===== src/rtl/mac_tx_arbiter.sv =====
// Frame-level round-robin arbiter feeding the MAC TX AXI-Stream port.
// A grant is held from the first beat through tlast; mid-frame stalls are flagged.
module mac_tx_arbiter #(
  parameter int unsigned N_SRC     = 4,
  parameter int unsigned N_SYMBOLS = 4,
  parameter int unsigned W_SYMBOL  = 8,
  parameter int unsigned W_SRC     = $clog2(N_SRC)
) (
  input  logic                                  i_clk,
  input  logic                                  i_reset,
  input  logic                                  i_clk_en,
  input  logic [N_SRC-1:0]                      i_src_en,
  input  logic [N_SRC-1:0]                      s_axis_tvalid,
  input  logic [N_SRC*N_SYMBOLS-1:0]            s_axis_tkeep,
  input  logic [N_SRC*N_SYMBOLS*W_SYMBOL-1:0]   s_axis_tdata,
  input  logic [N_SRC-1:0]                      s_axis_tlast,
  output logic [N_SRC-1:0]                      s_axis_tready,
  output logic                                  m_axis_tvalid,
  output logic [N_SYMBOLS-1:0]                  m_axis_tkeep,
  output logic [N_SYMBOLS*W_SYMBOL-1:0]         m_axis_tdata,
  output logic                                  m_axis_tlast,
  input  logic                                  m_axis_tready,
  output logic [N_SRC-1:0]                      o_grant,
  output logic                                  o_busy,
  output logic                                  o_frame_done,
  output logic [W_SRC-1:0]                      o_frame_src,
  output logic                                  o_stall_err
);

  localparam int unsigned WBeat = N_SYMBOLS * W_SYMBOL;

  typedef enum logic [0:0] {StIdle, StPass} state_e;

  state_e           state_q, state_d;
  logic [W_SRC-1:0] grant_idx_q, grant_idx_d;
  logic [W_SRC-1:0] last_idx_q, last_idx_d;
  logic             first_q, first_d;

  logic [N_SRC-1:0] req;
  logic [W_SRC-1:0] pick_idx;
  logic             pick_found;
  logic             hs;

  assign req = s_axis_tvalid & i_src_en;

  // Cyclic search starting just after the last source that completed a frame.
  always_comb begin
    int unsigned      cand;
    logic [W_SRC-1:0] cand_w;
    pick_found = 1'b0;
    pick_idx   = '0;
    for (int unsigned k = 0; k < N_SRC; k++) begin
      cand   = (32'(last_idx_q) + 32'd1 + k) % N_SRC;
      cand_w = W_SRC'(cand);
      if (!pick_found && req[cand_w]) begin
        pick_found = 1'b1;
        pick_idx   = cand_w;
      end
    end
  end

  always_comb begin
    state_d       = state_q;
    grant_idx_d   = grant_idx_q;
    last_idx_d    = last_idx_q;
    first_d       = first_q;
    s_axis_tready = '0;
    m_axis_tvalid = 1'b0;
    m_axis_tkeep  = '0;
    m_axis_tdata  = '0;
    m_axis_tlast  = 1'b0;
    o_grant       = '0;
    o_busy        = 1'b0;
    o_frame_done  = 1'b0;
    o_frame_src   = '0;
    o_stall_err   = 1'b0;
    hs            = 1'b0;

    unique case (state_q)
      StIdle: begin
        if (i_clk_en && pick_found) begin
          grant_idx_d = pick_idx;
          first_d     = 1'b1;
          state_d     = StPass;
        end
      end
      StPass: begin
        o_busy = 1'b1;
        for (int unsigned i = 0; i < N_SRC; i++) begin
          if (grant_idx_q == W_SRC'(i)) begin
            m_axis_tvalid    = s_axis_tvalid[i];
            m_axis_tkeep     = s_axis_tkeep[i*N_SYMBOLS +: N_SYMBOLS];
            m_axis_tdata     = s_axis_tdata[i*WBeat +: WBeat];
            m_axis_tlast     = s_axis_tlast[i];
            s_axis_tready[i] = m_axis_tready;
            o_grant[i]       = 1'b1;
          end
        end
        hs = m_axis_tvalid & m_axis_tready & i_clk_en;
        if (hs) begin
          first_d = 1'b0;
        end
        if (hs && m_axis_tlast) begin
          o_frame_done = 1'b1;
          o_frame_src  = grant_idx_q;
          last_idx_d   = grant_idx_q;
          state_d      = StIdle;
        end
        // The MAC cannot pause mid-frame, so a bubble after the first beat is an error.
        if (!first_q && !m_axis_tvalid && m_axis_tready && i_clk_en) begin
          o_stall_err = 1'b1;
        end
      end
      default: state_d = StIdle;
    endcase
  end

  always_ff @(posedge i_clk or posedge i_reset) begin
    if (i_reset) begin
      state_q     <= StIdle;
      grant_idx_q <= '0;
      last_idx_q  <= W_SRC'(N_SRC - 1);
      first_q     <= 1'b0;
    end else begin
      state_q     <= state_d;
      grant_idx_q <= grant_idx_d;
      last_idx_q  <= last_idx_d;
      first_q     <= first_d;
    end
  end

endmodule


===== config.mk =====
export PLATFORM = sky130hd
export DESIGN_NAME = mac_tx_arbiter
export DESIGN_NICKNAME = d
export VERILOG_FILES = /design/src/rtl/mac_tx_arbiter.sv
export SDC_FILE = /design/constraint.sdc
export NUM_CORES = 1
export LEC_CHECK = 0
export CAP_MARGIN = 25
export CELL_PAD_IN_SITES_DETAIL_PLACEMENT = 0
export CELL_PAD_IN_SITES_GLOBAL_PLACEMENT = 1
export CORE_UTILIZATION = 18
export CTS_BUF_LIST = sky130_fd_sc_hd__clkbuf_2
export DETAILED_ROUTE_END_ITERATION = 7
export GPL_TIMING_DRIVEN = 0
export HOLD_SLACK_MARGIN = 0.15
export MAX_ROUTING_LAYER = met4
export PLACE_DENSITY = 0.95
export SYNTH_ARGS = -nofsm -noshare
export SYNTH_HDL_FRONTEND = slang
export SYNTH_SLANG_ARGS = --single-unit

===== constraint.sdc =====
create_clock -name i_clk -period 4.5 [get_ports i_clk]
set_input_delay 1.35 -clock i_clk [delete_from_list [all_inputs] [get_ports i_clk]]
set_output_delay 1.35 -clock i_clk [all_outputs]
set_load 0.1 [all_outputs]

==> summary.txt, run 1 <==
Worst setup path
  – Required time of the critical path: 3.15 ns
  – Critical path launch point: s_axis_tvalid[3]
  – WS Path Type: input port to output pin
  – Data arrival time of the worst path: 3.13 ns
  – CP top delay family: buffers and inverters
  – End of the worst register-to-register path: last_idx_q[0]$_DFFE_PP1P_
  – Setup slack of the most critical reg-to-reg path: 2.70 ns
  – Number of stages on the worst setup path: 6
  – List of cells traversed by the critical path: clkdlybuf4s50_1 -> mux4_2 -> and4_4 -> and2_4 -> buf_6 -> clkbuf_4
  – Worst reg-to-reg path cell count: 5
  – Startpoint types: input port
  – Reg2Reg Launch Point: grant_idx_q[0]$_DFFE_PP0P_
  – Slowest stage delay, CP: approximately 0.53 ns
  – CP Capture Type: output pin
  – Critical-path maximum fanout: 4
  – Number of buffer and inverter instances along the worst setup path: 3
  – CP max-delay cell: sky130_fd_sc_hd__mux4_2

Timing
  – Setup repair after global routing missed its margin: no
  – Count of endpoints failing setup in the final report: 0
  – Worst-Margin Slew: between 0.9 and 1 ns
  – Slew Viols, Final: 0
  – Final critical path time including I/O delays and setup: 4.477 ns
  – Number of endpoints with negative hold slack in the final report: 0
  – Highest Clock Rate: 223.4 MHz
  – Final period utilization: between 90% and 100%
  – Sum of negative setup slack: 0 ns
  – Rel. slew slack: 34.58%
  – Final worst clock skew: 0.003689 ns

Clocking
  – Sink count of the clock tree: 6
  – CTS Root Buffer Type: sky130_fd_sc_hd__clkbuf_2
  – CTS Buf Count: 3
  – Cts hold-fix bufs: 0
  – Clock tree from TritonCTS: yes
  – Clock-pin slew on the worst setup and hold paths: ~0.06 ns
  – CTS H-Tree Depth: 1
  – Worst-case clock buffer depth: 2
  – Clock network latency to the later pin of the worst-skew pair: roughly 0.23 ns

GRT
  – Total congestion overflow after global routing: 0
  – Global Route Usage Sum: roughly 15%
  – Global-route wire length before repair: 10600 um
  – Maximum number of pins on one net before global-route repair: 11
  – Via count of the first global-routing pass: 2231
  – Number of antenna violations at the first check in global routing: 0

Layout
  – Total area of multi-input combinational cells: 1408 um^2
  – Number of filler instances in the final layout: ~860
  – Layout Nets: 516
  – Fraction of final layout cells with drive strength greater than 1: 19.15%
  – Antenna diode count: 0
  – Growth of design area from synthesis to finish: 136.7%
  – Most frequent cells in the layout: sky130_fd_sc_hd__clkdlybuf4s50_1 (164), sky130_fd_sc_hd__and2_1 (41), sky130_fd_sc_hd__mux4_2 (38), sky130_fd_sc_hd__dlygate4sd2_1 (33), sky130_fd_sc_hd__clkbuf_1 (10)
  – Area of all sequential standard cells: 152.6 um^2
  – Most common cell after layout, fill and taps aside: sky130_fd_sc_hd__clkdlybuf4s50_1

Routing
  – Routed length per placed instance: around 16 um
  – Detailed Route Iter0 Violations: 31
  – Total iterations of the first detailed-routing run: 4
  – Wire length reported by the detailed router: 7477 um
  – Count of antenna-violating nets left after detailed routing: 0
  – Remaining DRCs: 0
  – Post-detailed-route via-to-cell ratio: 4.644
  – Routed via count: 2150

Yosys
  – Count of unique library cells instantiated by Yosys: 30
  – Fraction of synthesized area in multiplexers: 55.01%
  – Part of the Yosys area used for sequential elements: 9.479%
  – Number of synthesized register bits: 6
  – Summed instance area of the synthesized netlist: roughly 1600 um^2
  – Synthesized netlist net count: 301
  – Fraction of synthesized cell area taken by the top area cell type: 53.15%
  – Adder and majority gate portion of the synthesized area: 0%
  – Xor-xnor portion of the synthesized cell area: 0%
  – Synth Area in Simple Gates: 26.96%
  – Largest family of logic cells by synthesized area: multiplexers
  – Synth Area per Inst: about 11 um^2
  – Leading area contributor after synthesis: sky130_fd_sc_hd__mux4_2
  – Largest cells by area after synthesis: sky130_fd_sc_hd__mux4_2 (53%), sky130_fd_sc_hd__and2_1 (16%), sky130_fd_sc_hd__dfrtp_1 (6.2%), sky130_fd_sc_hd__dfstp_2 (3.3%), sky130_fd_sc_hd__clkbuf_1 (2.3%)
  – Instance count of the mapped netlist: about 140
  – Total number of yosys warnings: 0
  – Post-synthesis compound-gate area fraction: 3.807%

Floorplanning
  – Height of the die: 96.59 um
  – Core ar.: between 8000 and 9000 um^2
  – DIE AREA: between 9000 and 10000 um^2
  – Initial core utilization: 18.56%
  – Die span in x: between 90 and 100 um
  – Total number of placement rows: 34
  – I/O pin count: between 200 and 250

Min path
  – WHS Path Cells: 2
  – Endpoint, Worst Hold: first_q$_DFFE_PP0P_
  – Hold path startpoint: first_q$_DFFE_PP0P_
  – Class of the tightest hold or removal check: flip-flop to flip-flop

Placed design
  – Half-perimeter wire length after placement: about 6600 um
  – Placer congestion estimate: 0.7490
  – Port bufs: 210

Run status
  – Status: complete, no violations

Run
  – Total of max-cap violations: 0
==> how the worst max path moves through the flow <==
stage | to | slack [ns]
floorplan | o_stall_err | -0.39
global placement | o_frame_done | -0.66
detailed placement | o_frame_done | -0.66
CTS | o_frame_done | -0.16
global route | m_axis_tkeep[0] | 0.002
finish | o_frame_done | 0.02
==> through the flow <==
step	std cells	hold slack (ns)	setup WS [ns]	instance area [um^2]	util, %
2_1_floorplan	141	0.5606	-0.3942	1637	-
3_3_place_gp	459	0.5889	-0.6555	3874	44.64
3_5_place_dp	459	0.5974	-0.6575	3874	44.64
4_1_cts	463	0.6046	-0.1574	3835	44.19
5_1_grt	463	0.6479	0.001743	3811	43.92
6_report	463	0.6022	0.02297	3811	43.92
==> worst register-to-register path, delay by kind of cell (launching register included) <==
kind	cells	cell delay, ns
simple gates	2	0.38
mux	2	0.84
buf+inv	1	0.12
flops	1	0.40
==> cell families (layout without fill, tap and decap cells) <==
family | Yosys count | after routing
buffers and inverters | 17 | 231
DFF | 6 | 6
AOI/OAI and AO/OA | 9 | 9
muxes | 40 | 40
and+or+nand+nor | 69 | 69
==> sequential cells by signal (all words and copies together), names as in the netlist <==
signal       flops
grant_idx_q      2
first_q          1
state_q          1
last_idx_q       2
==> what timing repair did <==
| action | CTS | global route |
|---|---|---|
| buffers inserted | 0 | 0 |
| resized for setup | 62 | 17 |
| endpoints found under the setup margin | 46 | 10 |
| pin swaps | 0 | 0 |
==> metal layers <==
metal	share of wire, %	vias to the layer above	global-route usage, %
met3	12	5	2.191
li1	-	986	-
met4	0.49	0	2.206
met1	35	1019	16.56
met2	53	140	29.75
met5	0	-	-
==> cells in the mapped netlist <==
master,number
sky130_fd_sc_hd__and3_1,3
sky130_fd_sc_hd__buf_1,1
sky130_fd_sc_hd__and2_1,41
sky130_fd_sc_hd__mux2_4,2
sky130_fd_sc_hd__and4_4,1
sky130_fd_sc_hd__a22o_1,1
sky130_fd_sc_hd__nand2_1,5
sky130_fd_sc_hd__mux4_2,38
sky130_fd_sc_hd__nor2b_1,1
sky130_fd_sc_hd__a311oi_1,1
sky130_fd_sc_hd__clkbuf_1,10
sky130_fd_sc_hd__o32a_1,1
sky130_fd_sc_hd__nand3_1,1
sky130_fd_sc_hd__nand3b_1,2
sky130_fd_sc_hd__o21ai_0,1
sky130_fd_sc_hd__buf_2,4
sky130_fd_sc_hd__dfstp_2,2
sky130_fd_sc_hd__nand2b_1,1
sky130_fd_sc_hd__a31oi_1,1
sky130_fd_sc_hd__o31ai_1,1
sky130_fd_sc_hd__inv_1,1
sky130_fd_sc_hd__nor2_1,3
sky130_fd_sc_hd__and2_4,1
sky130_fd_sc_hd__and3b_1,4
sky130_fd_sc_hd__nor4b_1,1
sky130_fd_sc_hd__buf_6,1
sky130_fd_sc_hd__dfrtp_1,4
sky130_fd_sc_hd__nor3b_1,3
sky130_fd_sc_hd__a21oi_1,3
sky130_fd_sc_hd__nor3_1,2
==> layout make-up <==
cell class              count  area share, %
well taps                 108          3.546
multi-input cells         118          36.93
flip-flops and latches      6          4.005
plain buffers              16          1.904
inverters                   1        0.09849
clock buffers               4         0.5253
repair buffers            210          52.99
Power of run 1 is not shown: default switching activity piles up to over one toggle a cycle in this logic, so the estimate is an artifact.
==> run 2: changes to the inputs <==
Settings changed: CORE_MARGIN set to 2.
==> run 2 against run 1 <==
  * Global-route usage hardly changed
  * Via count rose by 1.3%
  * Final area increased by 0.16%
  * Maximum frequency increased by 0.72%
  * Final cell count shrank 0.22%
  * First-iteration DRC count rose by 29%
==> summary.txt, run 2 (synthesis results as in run 1) <==
Floorplanning
  – Initial core utilization: 18.56% (unchanged)
  – Die span in x: 98.59 um (was 96.59 um)
  – Core ar.: 8678 um^2 (unchanged)
  – DIE AREA: 9719 um^2 (was 9329 um^2)
  – Height of the die: 98.59 um (was 96.59 um)
  – I/O pin count: 211 (unchanged)
  – Total number of placement rows: 34 (unchanged)

GRT
  – Global-route wire length before repair: 11660 um (was 10600 um)
  – Global Route Usage Sum: 15.23% (was 15.27%)
  – Via count of the first global-routing pass: 2346 (was 2231)
  – Number of antenna violations at the first check in global routing: 0 (unchanged)
  – Total congestion overflow after global routing: 0 (unchanged)
  – Maximum number of pins on one net before global-route repair: 11 (unchanged)

Layout
  – Filler-free cell count of the finished design: 462 (was 463)
  – Antenna diode count: 0 (unchanged)
  – Most common cell after layout, fill and taps aside: sky130_fd_sc_hd__clkdlybuf4s50_1 (unchanged)
  – Layout Nets: 516 (unchanged)
  – Post-route standard cell area excluding fillers: 3817 um^2 (was 3811 um^2)
  – Most frequent cells in the layout: sky130_fd_sc_hd__clkdlybuf4s50_1 (164), sky130_fd_sc_hd__and2_1 (41), sky130_fd_sc_hd__mux4_2 (38), sky130_fd_sc_hd__dlygate4sd2_1 (32), sky130_fd_sc_hd__clkbuf_1 (10) (was sky130_fd_sc_hd__clkdlybuf4s50_1 (164), sky130_fd_sc_hd__and2_1 (41), sky130_fd_sc_hd__mux4_2 (38), sky130_fd_sc_hd__dlygate4sd2_1 (33), sky130_fd_sc_hd__clkbuf_1 (10))
  – Fraction of final layout cells with drive strength greater than 1: 18.93% (was 19.15%)
  – Growth of design area from synthesis to finish: 137.1% (was 136.7%)
  – Core Util, Final: 43.99% (was 43.92%)
  – Number of filler instances in the final layout: 836 (was 856)
  – Registers with the most flip-flops: grant_idx_q x2, last_idx_q x2 (unchanged)

Routing
  – Routed length per placed instance: 16.51 um (was 16.15 um)
  – Remaining DRCs: 0 (unchanged)
  – Wire length reported by the detailed router: 7626 um (was 7477 um)
  – Post-detailed-route via-to-cell ratio: 4.716 (was 4.644)
  – Total iterations of the first detailed-routing run: 3 (was 4)
  – Routed via count: 2179 (was 2150)
  – Count of antenna-violating nets left after detailed routing: 0 (unchanged)
  – Detailed Route Iter0 Violations: 40 (was 31)

Worst setup path
  – WS Path Type: input port to output pin (unchanged)
  – Slowest stage delay, CP: 0.71 ns (was 0.53 ns)
  – List of cells traversed by the critical path: clkdlybuf4s50_1 -> mux4_2 -> and2_1 -> clkdlybuf4s15_1 (was clkdlybuf4s50_1 -> mux4_2 -> and4_4 -> and2_4 -> buf_6 -> clkbuf_4)
  – Data arrival time of the worst path: 3.10 ns (was 3.13 ns)
  – Required time of the critical path: 3.15 ns (about the same)
  – Critical-path maximum fanout: 1 (was 4)
  – CP max-delay cell: sky130_fd_sc_hd__clkdlybuf4s15_1 (was sky130_fd_sc_hd__mux4_2)
  – Startpoint types: input port (unchanged)
  – CP Capture Type: output pin (unchanged)

Clocking
  – CTS Buf Count: 3 (unchanged)
  – Clock tree from TritonCTS: yes (unchanged)
  – CTS H-Tree Depth: 1 (unchanged)
  – Worst-case clock buffer depth: 2 (unchanged)
  – Post-CTS Resized: 66 (was 62)
  – Cts hold-fix bufs: 0 (unchanged)
  – Number of buffers added for setup after CTS: 0 (unchanged)
  – Clock-pin slew on the worst setup and hold paths: 0.06 ns (about the same)
  – Clock network latency to the later pin of the worst-skew pair: 0.21 ns (was 0.23 ns)
  – CTS Root Buffer Type: sky130_fd_sc_hd__clkbuf_2 (unchanged)
  – Sink count of the clock tree: 6 (unchanged)

Timing
  – Number of endpoints with negative hold slack in the final report: 0 (unchanged)
  – Setup repair after global routing missed its margin: no (unchanged)
  – Slew Viols, Final: 0 (unchanged)
  – Final worst clock skew: 0.001578 ns (was 0.003689 ns)
  – Final period utilization: 98.78% (was 99.49%)
  – Rel. slew slack: 33.72% (was 34.58%)
  – Highest Clock Rate: 225.0 MHz (was 223.4 MHz)
  – Final critical path time including I/O delays and setup: 4.445 ns (was 4.477 ns)
  – Worst-Margin Slew: 0.9911 ns (was 0.9782 ns)
  – Worst hold slack: 0.6008 ns (was 0.6022 ns)
  – Count of endpoints failing setup in the final report: 0 (unchanged)

Placed design
  – Cell area after placement: 3874 um^2 (unchanged)
  – Half-perimeter wire length after placement: 6706 um (was 6575 um)
  – Placer congestion estimate: 0.7966 (was 0.7490)
  – Port bufs: 210 (unchanged)
  – DP Cell Count: 459 (unchanged)

Min path
  – Class of the tightest hold or removal check: flip-flop to flip-flop (unchanged)

Run status
  – Status: complete, no violations (unchanged)

Run
  – Total of max-cap violations: 0 (unchanged)
-- run 2: cell types whose count changed in the layout (fill, tap and decap cells not counted), sizes merged --
cell	previous run	this run
buf	9	10
dlygate4sd2	33	32
clkdlybuf4s15	4	6
clkbuf	20	17
-- run 2: stage by stage --
step / setup TNS, ns / worst slack, ns
6_report: 0 / 0.05484
5_1_grt: 0 / 0.0005915
4_1_cts: -0.1890 / -0.1890
3_5_place_dp: -11.20 / -0.6898
3_3_place_gp: -10.53 / -0.6701
2_1_floorplan: -0.3942 / -0.3942
-- run 2: area by class of cell --
cell class | count | area (um^2) | area share (%)
timing repair buffer | 210 | 2031 | 53.20
buffer | 16 | 72.57 | 1.901
clock buffer | 3 | 15.01 | 0.3933
tap | 108 | 135.1 | 3.540
sequential | 6 | 152.6 | 3.999
inverter | 1 | 3.754 | 0.09833
multi-input combinational | 118 | 1408 | 36.87
-- run 2: layer usage --
layer / part of all wire (%) / vias to the layer above / global-route usage [%]
li1: - / 986 / -
met2: 53 / 135 / 28.31
met1: 38 / 1048 / 17.01
met5: 0 / - / -
met4: 1.4 / 0 / 3.477
met3: 7.6 / 10 / 2.553
-- run 2: worst paths after layout --
path,start,endpoint,slack (ns),cells after the start
setup / recovery,s_axis_tdata[60],m_axis_tdata[28],0.05,4
max in group asynchronous,i_reset,last_idx_q[0]$_DFFE_PP1P_,2.91,2
hold / removal,first_q$_DFFE_PP0P_,first_q$_DFFE_PP0P_,0.60,2
hold reg to reg,first_q$_DFFE_PP0P_,first_q$_DFFE_PP0P_,0.60,2
setup reg to reg,grant_idx_q[0]$_DFFE_PP0P_,last_idx_q[1]$_DFFE_PP1P_,2.67,5
min in group asynchronous,i_reset,state_q$_DFF_PP0_,1.34,2
-- run 2: worst max-delay path: cells and delay by family --
kind / cells / cell delay, ns
buffers and inverters: 2 / 1.13
muxes: 1 / 0.45
and+or+nand+nor: 1 / 0.16
Power of run 2 is left out for the same reason.
